==> src/rtl/uart_rx_pkg.sv <==
// UART receiver shared definitions: FSM state encoding, frame bit
// indices and the oversampling sample-point helper.
package uart_rx_pkg;

    typedef enum logic [2:0] {
        IDLE   = 3'd0,
        START  = 3'd1,
        DATA   = 3'd2,
        PARITY = 3'd3,
        STOP   = 3'd4,
        CHECK  = 3'd5
    } state_t;

    localparam int DATA_BITS      = 8;
    localparam int START_IDX      = 0;
    localparam int PAR_IDX        = 9;
    localparam int STOP_IDX_NOPAR = 9;
    localparam int STOP_IDX_PAR   = 10;

    // Edge count at which the oversampled bit is stable.
    function automatic logic [4:0] sample_pt(input logic [4:0] prescale);
        return (prescale >> 1) + 5'd2;
    endfunction

endpackage

==> src/rtl/uart_rx_fsm.sv <==
// UART receive frame sequencer: walks start/data/parity/stop bits using
// the sibling edge/bit counter and strobes sampler, checkers, deserializer.
// Ports:
//   CLK, RST (async, active high)      - clock at PRESCALE x bit rate
//   RX_IN, PAR_EN, PRESCALE            - line, parity enable, oversampling
//   EDGE_COUNT, BIT_COUNT              - position within frame
//   STRT_GLITCH, PAR_ERR, STP_ERR      - checker results
//   COUNTER_EN, DATA_SAMP_EN           - level enables
//   STRT_CHK_EN, PAR_CHK_EN, STP_CHK_EN, DESER_EN, DATA_VALID - pulses
module uart_rx_fsm
    import uart_rx_pkg::*;
(
    input  logic       CLK,
    input  logic       RST,
    input  logic       RX_IN,
    input  logic       PAR_EN,
    input  logic [4:0] PRESCALE,
    input  logic [4:0] EDGE_COUNT,
    input  logic [3:0] BIT_COUNT,
    input  logic       STRT_GLITCH,
    input  logic       PAR_ERR,
    input  logic       STP_ERR,
    output logic       COUNTER_EN,
    output logic       DATA_SAMP_EN,
    output logic       STRT_CHK_EN,
    output logic       PAR_CHK_EN,
    output logic       STP_CHK_EN,
    output logic       DESER_EN,
    output logic       DATA_VALID
);

    state_t     state;
    state_t     state_nxt;
    logic       par_en_q;
    logic       par_en_nxt;
    logic [4:0] samp_pt;
    logic [3:0] stop_idx;
    logic       at_samp;
    logic       at_glitch_chk;
    logic       at_last_edge;

    assign samp_pt       = sample_pt(PRESCALE);
    assign at_samp       = (EDGE_COUNT == samp_pt);
    assign at_glitch_chk = (EDGE_COUNT == samp_pt + 5'd1);
    assign at_last_edge  = (EDGE_COUNT == PRESCALE);

    // Frame length depends on the parity setting captured at start.
    assign stop_idx = par_en_q ? 4'(STOP_IDX_PAR) : 4'(STOP_IDX_NOPAR);

    always_ff @(posedge CLK or posedge RST) begin
        if (RST) begin
            state    <= IDLE;
            par_en_q <= 1'b0;
        end else begin
            state    <= state_nxt;
            par_en_q <= par_en_nxt;
        end
    end

    always_comb begin
        state_nxt    = state;
        par_en_nxt   = par_en_q;
        COUNTER_EN   = 1'b0;
        DATA_SAMP_EN = 1'b0;
        STRT_CHK_EN  = 1'b0;
        PAR_CHK_EN   = 1'b0;
        STP_CHK_EN   = 1'b0;
        DESER_EN     = 1'b0;
        DATA_VALID   = 1'b0;

        unique case (state)
            IDLE: begin
                if (!RX_IN) begin
                    state_nxt  = START;
                    par_en_nxt = PAR_EN;
                end
            end

            START: begin
                COUNTER_EN   = 1'b1;
                DATA_SAMP_EN = 1'b1;
                STRT_CHK_EN  = at_samp;
                // Glitch result is registered, so look one edge later.
                if (at_glitch_chk && STRT_GLITCH) begin
                    state_nxt = IDLE;
                end else if (BIT_COUNT == 4'(START_IDX) && at_last_edge) begin
                    state_nxt = DATA;
                end
            end

            DATA: begin
                COUNTER_EN   = 1'b1;
                DATA_SAMP_EN = 1'b1;
                DESER_EN     = at_samp;
                if (BIT_COUNT == 4'(DATA_BITS) && at_last_edge) begin
                    state_nxt = par_en_q ? PARITY : STOP;
                end
            end

            PARITY: begin
                COUNTER_EN   = 1'b1;
                DATA_SAMP_EN = 1'b1;
                PAR_CHK_EN   = at_samp;
                if (BIT_COUNT == 4'(PAR_IDX) && at_last_edge) begin
                    state_nxt = STOP;
                end
            end

            STOP: begin
                COUNTER_EN   = 1'b1;
                DATA_SAMP_EN = 1'b1;
                STP_CHK_EN   = at_samp;
                if (BIT_COUNT == stop_idx && at_last_edge) begin
                    state_nxt = CHECK;
                end
            end

            CHECK: begin
                DATA_VALID = !STP_ERR && !(par_en_q && PAR_ERR);
                if (!RX_IN) begin
                    state_nxt  = START;
                    par_en_nxt = PAR_EN;
                end else begin
                    state_nxt = IDLE;
                end
            end

            default: begin
                state_nxt = IDLE;
            end
        endcase
    end

endmodule

==> config.mk <==
export PLATFORM = sky130hd
export DESIGN_NAME = uart_rx_fsm
export DESIGN_NICKNAME = d
export VERILOG_FILES = /design/src/rtl/uart_rx_pkg.sv /design/src/rtl/uart_rx_fsm.sv
export SDC_FILE = /design/constraint.sdc
export NUM_CORES = 1
export LEC_CHECK = 0
export ABC_AREA = 1
export CORE_MARGIN = 1.5
export CORE_UTILIZATION = 45
export DETAILED_ROUTE_END_ITERATION = 10
export GPL_TIMING_DRIVEN = 0
export HOLD_SLACK_MARGIN = 0.15
export PLACE_DENSITY = 0.77
export SLEW_MARGIN = 20
export SYNTH_ARGS = -nofsm -noshare
export SYNTH_HDL_FRONTEND = slang
export SYNTH_SLANG_ARGS = --single-unit
==> constraint.sdc <==
create_clock -name CLK -period 2.5 [get_ports CLK]
set_input_delay 0.375 -clock CLK [delete_from_list [all_inputs] [get_ports CLK]]
set_output_delay 0.375 -clock CLK [all_outputs]
set_load 0.01 [all_outputs]
Word level (Yosys, flattened, before mapping):

Index checks and enable logic that the tools add are counted.

* add/subtract/negate cells: 2
* reduce and logical (&&, ||, !) cells: 15
* equality and inequality tests: 16
* bitwise gates (word level): 1
* multiplexer cells: 16

Operators with widths (number)
* two-way mux 3 bit: 7
* one-hot mux 3 bit (6 select lines): 1
* equality test 5 bit: 3
* equality test 4 bit (second input constant): 2
* != test 2 bit (second input constant): 4
* logical AND 1 bit: 7
* two-way mux 1 bit: 7
* equality test 3 x 2 -> 1 bit (second input constant): 2
* equality test 3 bit (second input constant): 2
* adder 4 x 2 -> 5 bit (second input constant): 1
* adder 5 x 1 -> 5 bit (second input constant): 1
* AND reduction 5 bit: 1
* equality test 4 bit: 1
* logical NOT 4 bit: 1
* OR reduction 4 bit: 1
* equality test 3 x 1 -> 1 bit (second input constant): 1
* logical NOT 3 bit: 1
* != test 3 bit (second input constant): 1
* logical NOT 1 bit: 2
* two-way mux 2 bit: 1
* AND reduction 2 bit: 1
* OR reduction 2 bit: 1
* inverter 1 bit: 1

* register bits after elaboration: 4
* word-level logic and storage cells: 52
* output and inout port bits: 7
* input port bits: 21

Depth between registers and ports, before layout:

Gate-level depths: netlist of the first run.

* word-level depth: 6
* gate-level depth with buffers: 13
* depth with buffers taken out: 13

Worst setup path after synthesis of the first run:

OpenSTA, ideal clock, no wires.

* path type: input -> output
* start: input port PRESCALE[2]
* end: output port STRT_CHK_EN
* buffers on the path: 0
* stages on the path: 7
* setup slack: 706 ps
* data arrival time: 1419 ps
* cell sequence: inv_2 > ha_1 > inv_1 > nand2_1 > a211oi_1 > nand4_1 > nor3_2

* longest elaborated chain between the ends: 3

Ends and longest elaborated chain
* start, declared: RTL line uart_rx_fsm.sv:17 `input logic [4:0] PRESCALE,`
* adder 4 x 2 -> 5 bit: RTL line uart_rx_pkg.sv:22 `return (prescale >> 1) + 5'd2;`
* equality test 5 bit: RTL line uart_rx_fsm.sv:43 `assign at_samp = (EDGE_COUNT == samp_pt);`
* two-way mux 1 bit: RTL line uart_rx_fsm.sv:71 `unique case (state)`
* end, declared: RTL line uart_rx_fsm.sv:25 `output logic STRT_CHK_EN,`

No other way between the ends.

Worst setup path in the final report of the first run:

* start: input port PRESCALE[2]
* end: output port STP_CHK_EN

* longest elaborated chain between the ends: 3

Ends and longest elaborated chain
* adder 4 x 2 -> 5 bit: RTL line uart_rx_pkg.sv:22
* equality test 5 bit: RTL line uart_rx_fsm.sv:43
* two-way mux 1 bit: RTL line uart_rx_fsm.sv:71
* end, declared: RTL line uart_rx_fsm.sv:27 `output logic STP_CHK_EN,`

No other way between the ends.

==> results.yml, run 1 <==
synth:
  synth_compound_area_frac: 0.0823
  flip_flop_and_latch_count_after_synthesis: 4
  post_synthesis_net_count: 174
  synth_sequential_area_ratio: 0.124
  ys.flop_type: "dfrtp_1"
  syn-cell-area_um2: 806
  synth_top_family_by_area: "simple AND/OR/NAND/NOR gates"
  number_of_synthesized_flops_with_an_enable_pin: 0
  postSynthCellCount: 150
  yosys.area_share.simple: 0.565
  synthDistinctLibCells: 25
  synth.area.mux_share: 0
  synth-warning-count: 0
  postSynth.asyncResetShare: 1.00
  post_synth_xor_area_fraction: 0.0217
  syn_area_per_cell_um2: 5.37
  synth_adder_area_share: 0.0466
layout:
  antenna_cells_inserted: 0
  finalCoreUtilization: 0.675
  nNetsFinal: 208
  final_cell_mix: "nand2_1 (45), inv_1 (27), nor2_1 (20)"
  stdcell_area_mm2: 0.00115
  share_of_layout_cells_above_drive_strength_1: 0.159
  layout.cells.most_common: "nand2_1"
  syn_to_final_growth_pct: 43.2
setup_path:
  worst_ep_required_time_ns: 2.12
  critical_path_buf_inv_count: 5
  critical-path-max-stage-delay_ns: 0.20
  critPathMaxFanout: 6
  endpoint_of_the_worst_register_to_register_path: "state[1]"
  cpLargestDelayFamily: "buffers and inverters"
  critPathLaunchType: "primary input"
  setup.worst_path.end_class: "output pin"
  timing.rr.start: "par_en_q"
  critPathArrivalTime_ns: 1.91
  crit_cells: 12
  classification_of_the_worst_setup_path: "primary input to output pin"
  ff2ff_setup_slack_ns: 1.17
  critical_path_s_slowest_cell: "ha_2"
  crit_path_cell_trace: "buf_2 -> ha_2 -> inv_1 -> nand2_1 -> nand3_1 -> nand2_1 -> a211oi_2 -> nand4_1 -> buf_4 -> buf_4 -> nor2_1 -> buf_2"
  ff2ff_path_depth: 9
global_routing:
  grt_start_max_net_pins: 8
  gr-usage-all-layers: 0.225
  grt.overflow.total: 0
  grt_antenna_before_repair: 0
  grt_pass1_wl_mm: 3.47
  number_of_global_route_vias_before_repair: 887
floorplan:
  fp-row-count: 15
  die_w_um: 45.3
  floorplan_die_height_um: 45.3
  fp.dieArea_mm2: 0.00205
  core-area_mm2: 0.00171
  io_pins: 28
  effective_utilization_at_floorplan: 0.472
clock_network:
  htreeDepth: 1
  cts-root-to-sink-buffers: 2
  cts_tree: "done"
  numCtsBuffers: 3
  worstSkewPairLatency_ns: 0.24
  postCtsHoldBufs: 0
  cts_num_sinks: 4
  path_clk_slew_ns: 0.04
  cts_root_buf: "clkbuf_4"
timing:
  slew-limit-headroom: 0.834
  layout_worst_path_cycle_share: 0.915
  hold-worst-slack_ns: 0.317
  final.setup.tns_ns: 0
  max_freq_ghz: 0.437
  final_period_minus_worst_setup_slack_ns: 2.29
  report.final.hold_viol_count: 0
  setup_ws_ns: 0.213
  unrepaired_setup_endpoints_after_global_routing: "no"
  setup-violations-final: 0
  pin_slew_with_the_least_headroom_to_its_limit_ns: 0.248
  fin_skew_ns: 0.00515
  report.final.slew_viol_count: 0
drt:
  vias: 976
  routed_wl_mm: 2.03
  avgViaCountPerCell: 4.71
  post-route-drc-count: 0
  drtIter0Drc: 20
  drtPass1Iterations: 4
  post_drt_wl_per_cell_um: 9.80
  antenna_violating_nets_post_route: 0
job:
  timing.max_cap.violations: 0
power_and_ir_drop:
  power.share.switching: 0.475
  p_leak_nw: 0.644
  clock_power_share: 0.121
  vdd.ir_drop.worst_uv: 416
  part_of_the_power_in_registers: 0.190
  power_switching_mw: 0.313
  intPower_mw: 0.346
  combinational_group_share_of_total_power: 0.688
  power.density_mw_per_mm2: 572
outcome:
  status: "completed"
place:
  postPlaceCellArea_mm2: 0.00111
  gp_routability_congestion: 0.901
  dpl_worst_slack_ns: -0.598
  port-buffer-count: 27
  hpwl_mm: 1.69
worst_hold_path:
  worst_hold_path_type: "primary input to asynchronous set/reset pin"
cell type report:
| class | count | area (µm²) |
|---|---|---|
| buffer | 1 | 7.51 |
| timing repair buffer | 29 | 274 |
| inverter | 32 | 121 |
| sequential | 4 | 100 |
| clock buffer | 3 | 22.5 |
| tap | 25 | 31.3 |
| multi-input combinational | 113 | 597 |
| fill | 171 | 554 |
synth_stat cells, types with 2 or more instances:
master,instances,area share
o21ai_0,2,0.012
nand3_2,2,0.025
a21oi_1,4,0.025
nand2_2,5,0.039
inv_2,3,0.014
xor2_1,2,0.022
nand4_1,3,0.023
inv_1,28,0.13
nand3_1,15,0.093
nor3_1,2,0.012
ha_1,3,0.047
a211oi_1,2,0.019
nor2_1,20,0.093
dfrtp_1,4,0.12
nand2_1,45,0.21
power groups by stage:
stage	clock network (mW)	logic (mW)	registers, mW
after floorplan	0	0.304	0.116
after global placement	0	0.436	0.125
after detailed placement	0	0.450	0.126
after CTS	0.0829	0.451	0.125
after global routing	0.0886	0.511	0.131
final	0.0801	0.454	0.125
stage by stage:
stage               instances  power (mW)
floorplan                 150       0.420
global placement          202       0.560
detailed placement        202       0.576
CTS                       207       0.659
global route              207       0.730
finish                    207       0.659
layer usage:
metal	global-route usage	up-vias	routed length (µm)
li1	-	530	-
met1	0.300	412	994
met2	0.377	32	905
met5	0	-	0
met3	0.0560	2	114
met4	0.0235	0	14
worst register-to-register path, stage by stage, from the launching register on:
cell and delay (ns):
dfrtp_1 0.42, inv_1 0.12, nand3_1 0.07, a21oi_1 0.16
nand2_2 0.07, nand2_2 0.08, nand3_2 0.08, nor2_2 0.11
nand3_1 0.08, nand2_1 0.08
how the worst max path moves through the flow:
stage / start / endpoint
floorplan: PRESCALE[2] / STRT_CHK_EN
global placement: PRESCALE[2] / STRT_CHK_EN
global route: PRESCALE[3] / STRT_CHK_EN
CTS: PRESCALE[3] / STP_CHK_EN
finish: PRESCALE[2] / STP_CHK_EN
detailed placement: PRESCALE[2] / STP_CHK_EN
logic make-up after synthesis:
logic type | count (synthesis)
compound gates | 11
fa+ha+maj | 3
simple gates | 97
buf+inv | 33
flops | 4
xor+xnor | 2
registers in the layout, indices dropped and copies added, names as in the netlist:
register,cells
par_en_q,1
state,3
timing repair:
item | in CTS | in global routing
setup buffers | 2 | 0
resized for setup | 14 | 10
pin swaps | 1 | 2
endpoints found under the setup margin | 4 | 4
endpoints found under the hold margin | 0 | 0
No activity file was read; power rests on OpenSTA's default activity.
==> run 2: changes to the inputs <==
- CORE_MARGIN: 1.5 -> 4
==> run 2 against run 1 <==
Against the previous run:
- via count increased by 2.4%
- clock power decreased by 2.7%
- clock skew shrank 0.0028 ns
- largest cell class unchanged
==> results.yml, run 2 (synthesized netlist as in run 1, its figures left out) <==
floorplan:
  core-area_mm2: 0.00171
  fp-row-count: 15
  io_pins: 28
  effective_utilization_at_floorplan: 0.472
  floorplan_die_height_um: 50.3
  die_w_um: 50.3
  fp.dieArea_mm2: 0.00253
drt:
  avgViaCountPerCell: 4.78
  drtIter0Drc: 30
  routed_wl_mm: 2.13
  post_drt_wl_per_cell_um: 10.2
  drtPass1Iterations: 4
  post-route-drc-count: 0
  vias: 999
  antenna_violating_nets_post_route: 0
timing:
  report.final.slew_viol_count: 0
  pin_slew_with_the_least_headroom_to_its_limit_ns: 0.226
  setup_ws_ns: 0.166
  max_freq_ghz: 0.428
  layout_worst_path_cycle_share: 0.934
  hold-worst-slack_ns: 0.321
  fin_skew_ns: 0.00234
  unrepaired_setup_endpoints_after_global_routing: "no"
  report.final.hold_viol_count: 0
  final.setup.tns_ns: 0
  slew-limit-headroom: 0.849
  setup-violations-final: 0
  final_period_minus_worst_setup_slack_ns: 2.33
clock_network:
  postCtsHoldBufs: 0
  cts-root-to-sink-buffers: 2
  path_clk_slew_ns: 0.04
  numCtsBuffers: 3
  cts_tree: "done"
  cts_root_buf: "clkbuf_4"
  worstSkewPairLatency_ns: 0.23
  cts_num_sinks: 4
  htreeDepth: 1
place:
  port-buffer-count: 27
  dpl_worst_slack_ns: -0.598
  postPlaceCellArea_mm2: 0.00111
  gp_routability_congestion: 0.836
  hpwl_mm: 1.76
  dpl.cell_count: 202
setup_path:
  worst_ep_required_time_ns: 2.12
  classification_of_the_worst_setup_path: "primary input to output pin"
  timing.rr.start: "state[0]"
  critPathMaxFanout: 5
  ff2ff_path_depth: 8
  endpoint_of_the_worst_register_to_register_path: "state[1]"
  critPathArrivalTime_ns: 1.96
  timing.critical_path.from: "PRESCALE[1]"
  setup.worst_path.end_class: "output pin"
  ff2ff_setup_slack_ns: 1.12
  critPathLaunchType: "primary input"
  endpoint: "PAR_CHK_EN"
power_and_ir_drop:
  clock_power_share: 0.118
  power.share.switching: 0.473
  vdd.ir_drop.worst_uv: 442
  intPower_mw: 0.347
  power_switching_mw: 0.311
  part_of_the_power_in_registers: 0.189
  power.density_mw_per_mm2: 574
  p_leak_nw: 0.627
  combinational_group_share_of_total_power: 0.692
worst_hold_path:
  worst_hold_path_type: "primary input to asynchronous set/reset pin"
layout:
  seqCellArea_um2: 100
  layout.cells.most_common: "nand2_1"
  multi_input_area_um2: 592
  reg_with_most_ffs: "state"
  share_of_layout_cells_above_drive_strength_1: 0.174
  reg.largest.list: "state: 3 flops, par_en_q: 1 flops"
  stdcell_area_mm2: 0.00115
  finalNonFillerCells: 209
  layout.filler_cells: 172
  final_cell_mix: "nand2_1 (45), inv_1 (28), nor2_1 (20)"
  largest_register_ffs: 3
  nNetsFinal: 210
  antenna_cells_inserted: 0
  syn_to_final_growth_pct: 42.2
global_routing:
  grt_start_max_net_pins: 8
  gr-usage-all-layers: 0.176
  grt_antenna_before_repair: 0
  grt.met2_usage: 0.291
  top_usage_layer: "met2"
  number_of_global_route_vias_before_repair: 915
  grt_use_met3: 0.0415
  grt_pass1_wl_mm: 3.64
  groute.layer.met1.usage: 0.238
  grt.overflow.total: 0
outcome:
  status: "completed"
job:
  timing.max_cap.violations: 0
-- run 2: cell types whose count changed in the layout (fill, tap and decap cells not counted), sizes merged --
cell / change
clkbuf: +5
dlymetal6s2s: -2
clkdlybuf4s15: -1
dlygate4sd2: -2
clkdlybuf4s50: +2
-- run 2: how the worst min path moves through the flow --
stage / to / slack [ns] / cells past startpoint
2_1_floorplan: par_en_q / 0.14 / 1
3_3_place_gp: state[1] / 0.51 / 2
3_5_place_dp: state[1] / 0.50 / 2
4_1_cts: state[0] / 0.32 / 2
5_1_grt: state[2] / 0.36 / 2
6_report: state[2] / 0.32 / 2
-- run 2: worst max-delay path, cell delays in order --
cell and delay, ns:
clkdlybuf4s50_1 0.49, xor2_1 0.19, a211oi_1 0.22, nand4_1 0.17
buf_4 0.18, buf_4 0.12, nor2_1 0.08, clkbuf_2 0.14
-- run 2: repair_timing --
action | in CTS | in global routing
setup buffers | 3 | 1
resized for setup | 12 | 11
setup endpoints to repair | 4 | 4
pin swaps | 1 | 1
-- run 2: per-layer routing --
layer,routed length [µm],part of all wire
met1,1000,0.47
met2,972,0.46
met3,149,0.070
met4,0,0
met5,0,0
-- run 2: cell type report --
| class | instances | area share |
|---|---|---|
| tap | 25 | 0.0273 |
| buffer | 1 | 0.00655 |
| inverter | 32 | 0.106 |
| timing repair buffer | 31 | 0.237 |
| sequential | 4 | 0.0873 |
| clock buffer | 3 | 0.0197 |
| multi-input combinational | 113 | 0.516 |
-- run 2: power by group through the flow --
| stage | logic [mW] | clock network (mW) | registers (mW) |
|---|---|---|---|
| after floorplan | 0.304 | 0 | 0.116 |
| after global placement | 0.436 | 0 | 0.125 |
| after detailed placement | 0.448 | 0 | 0.125 |
| after CTS | 0.450 | 0.0812 | 0.124 |
| after global routing | 0.504 | 0.0897 | 0.128 |
| final | 0.455 | 0.0779 | 0.125 |
-- run 2: stage by stage --
stage / utilization / total power [mW]
2_1_floorplan: - / 0.420
6_report: 0.671 / 0.658
3_3_place_gp: 0.648 / 0.560
5_1_grt: 0.671 / 0.722
4_1_cts: 0.670 / 0.655
3_5_place_dp: 0.648 / 0.573
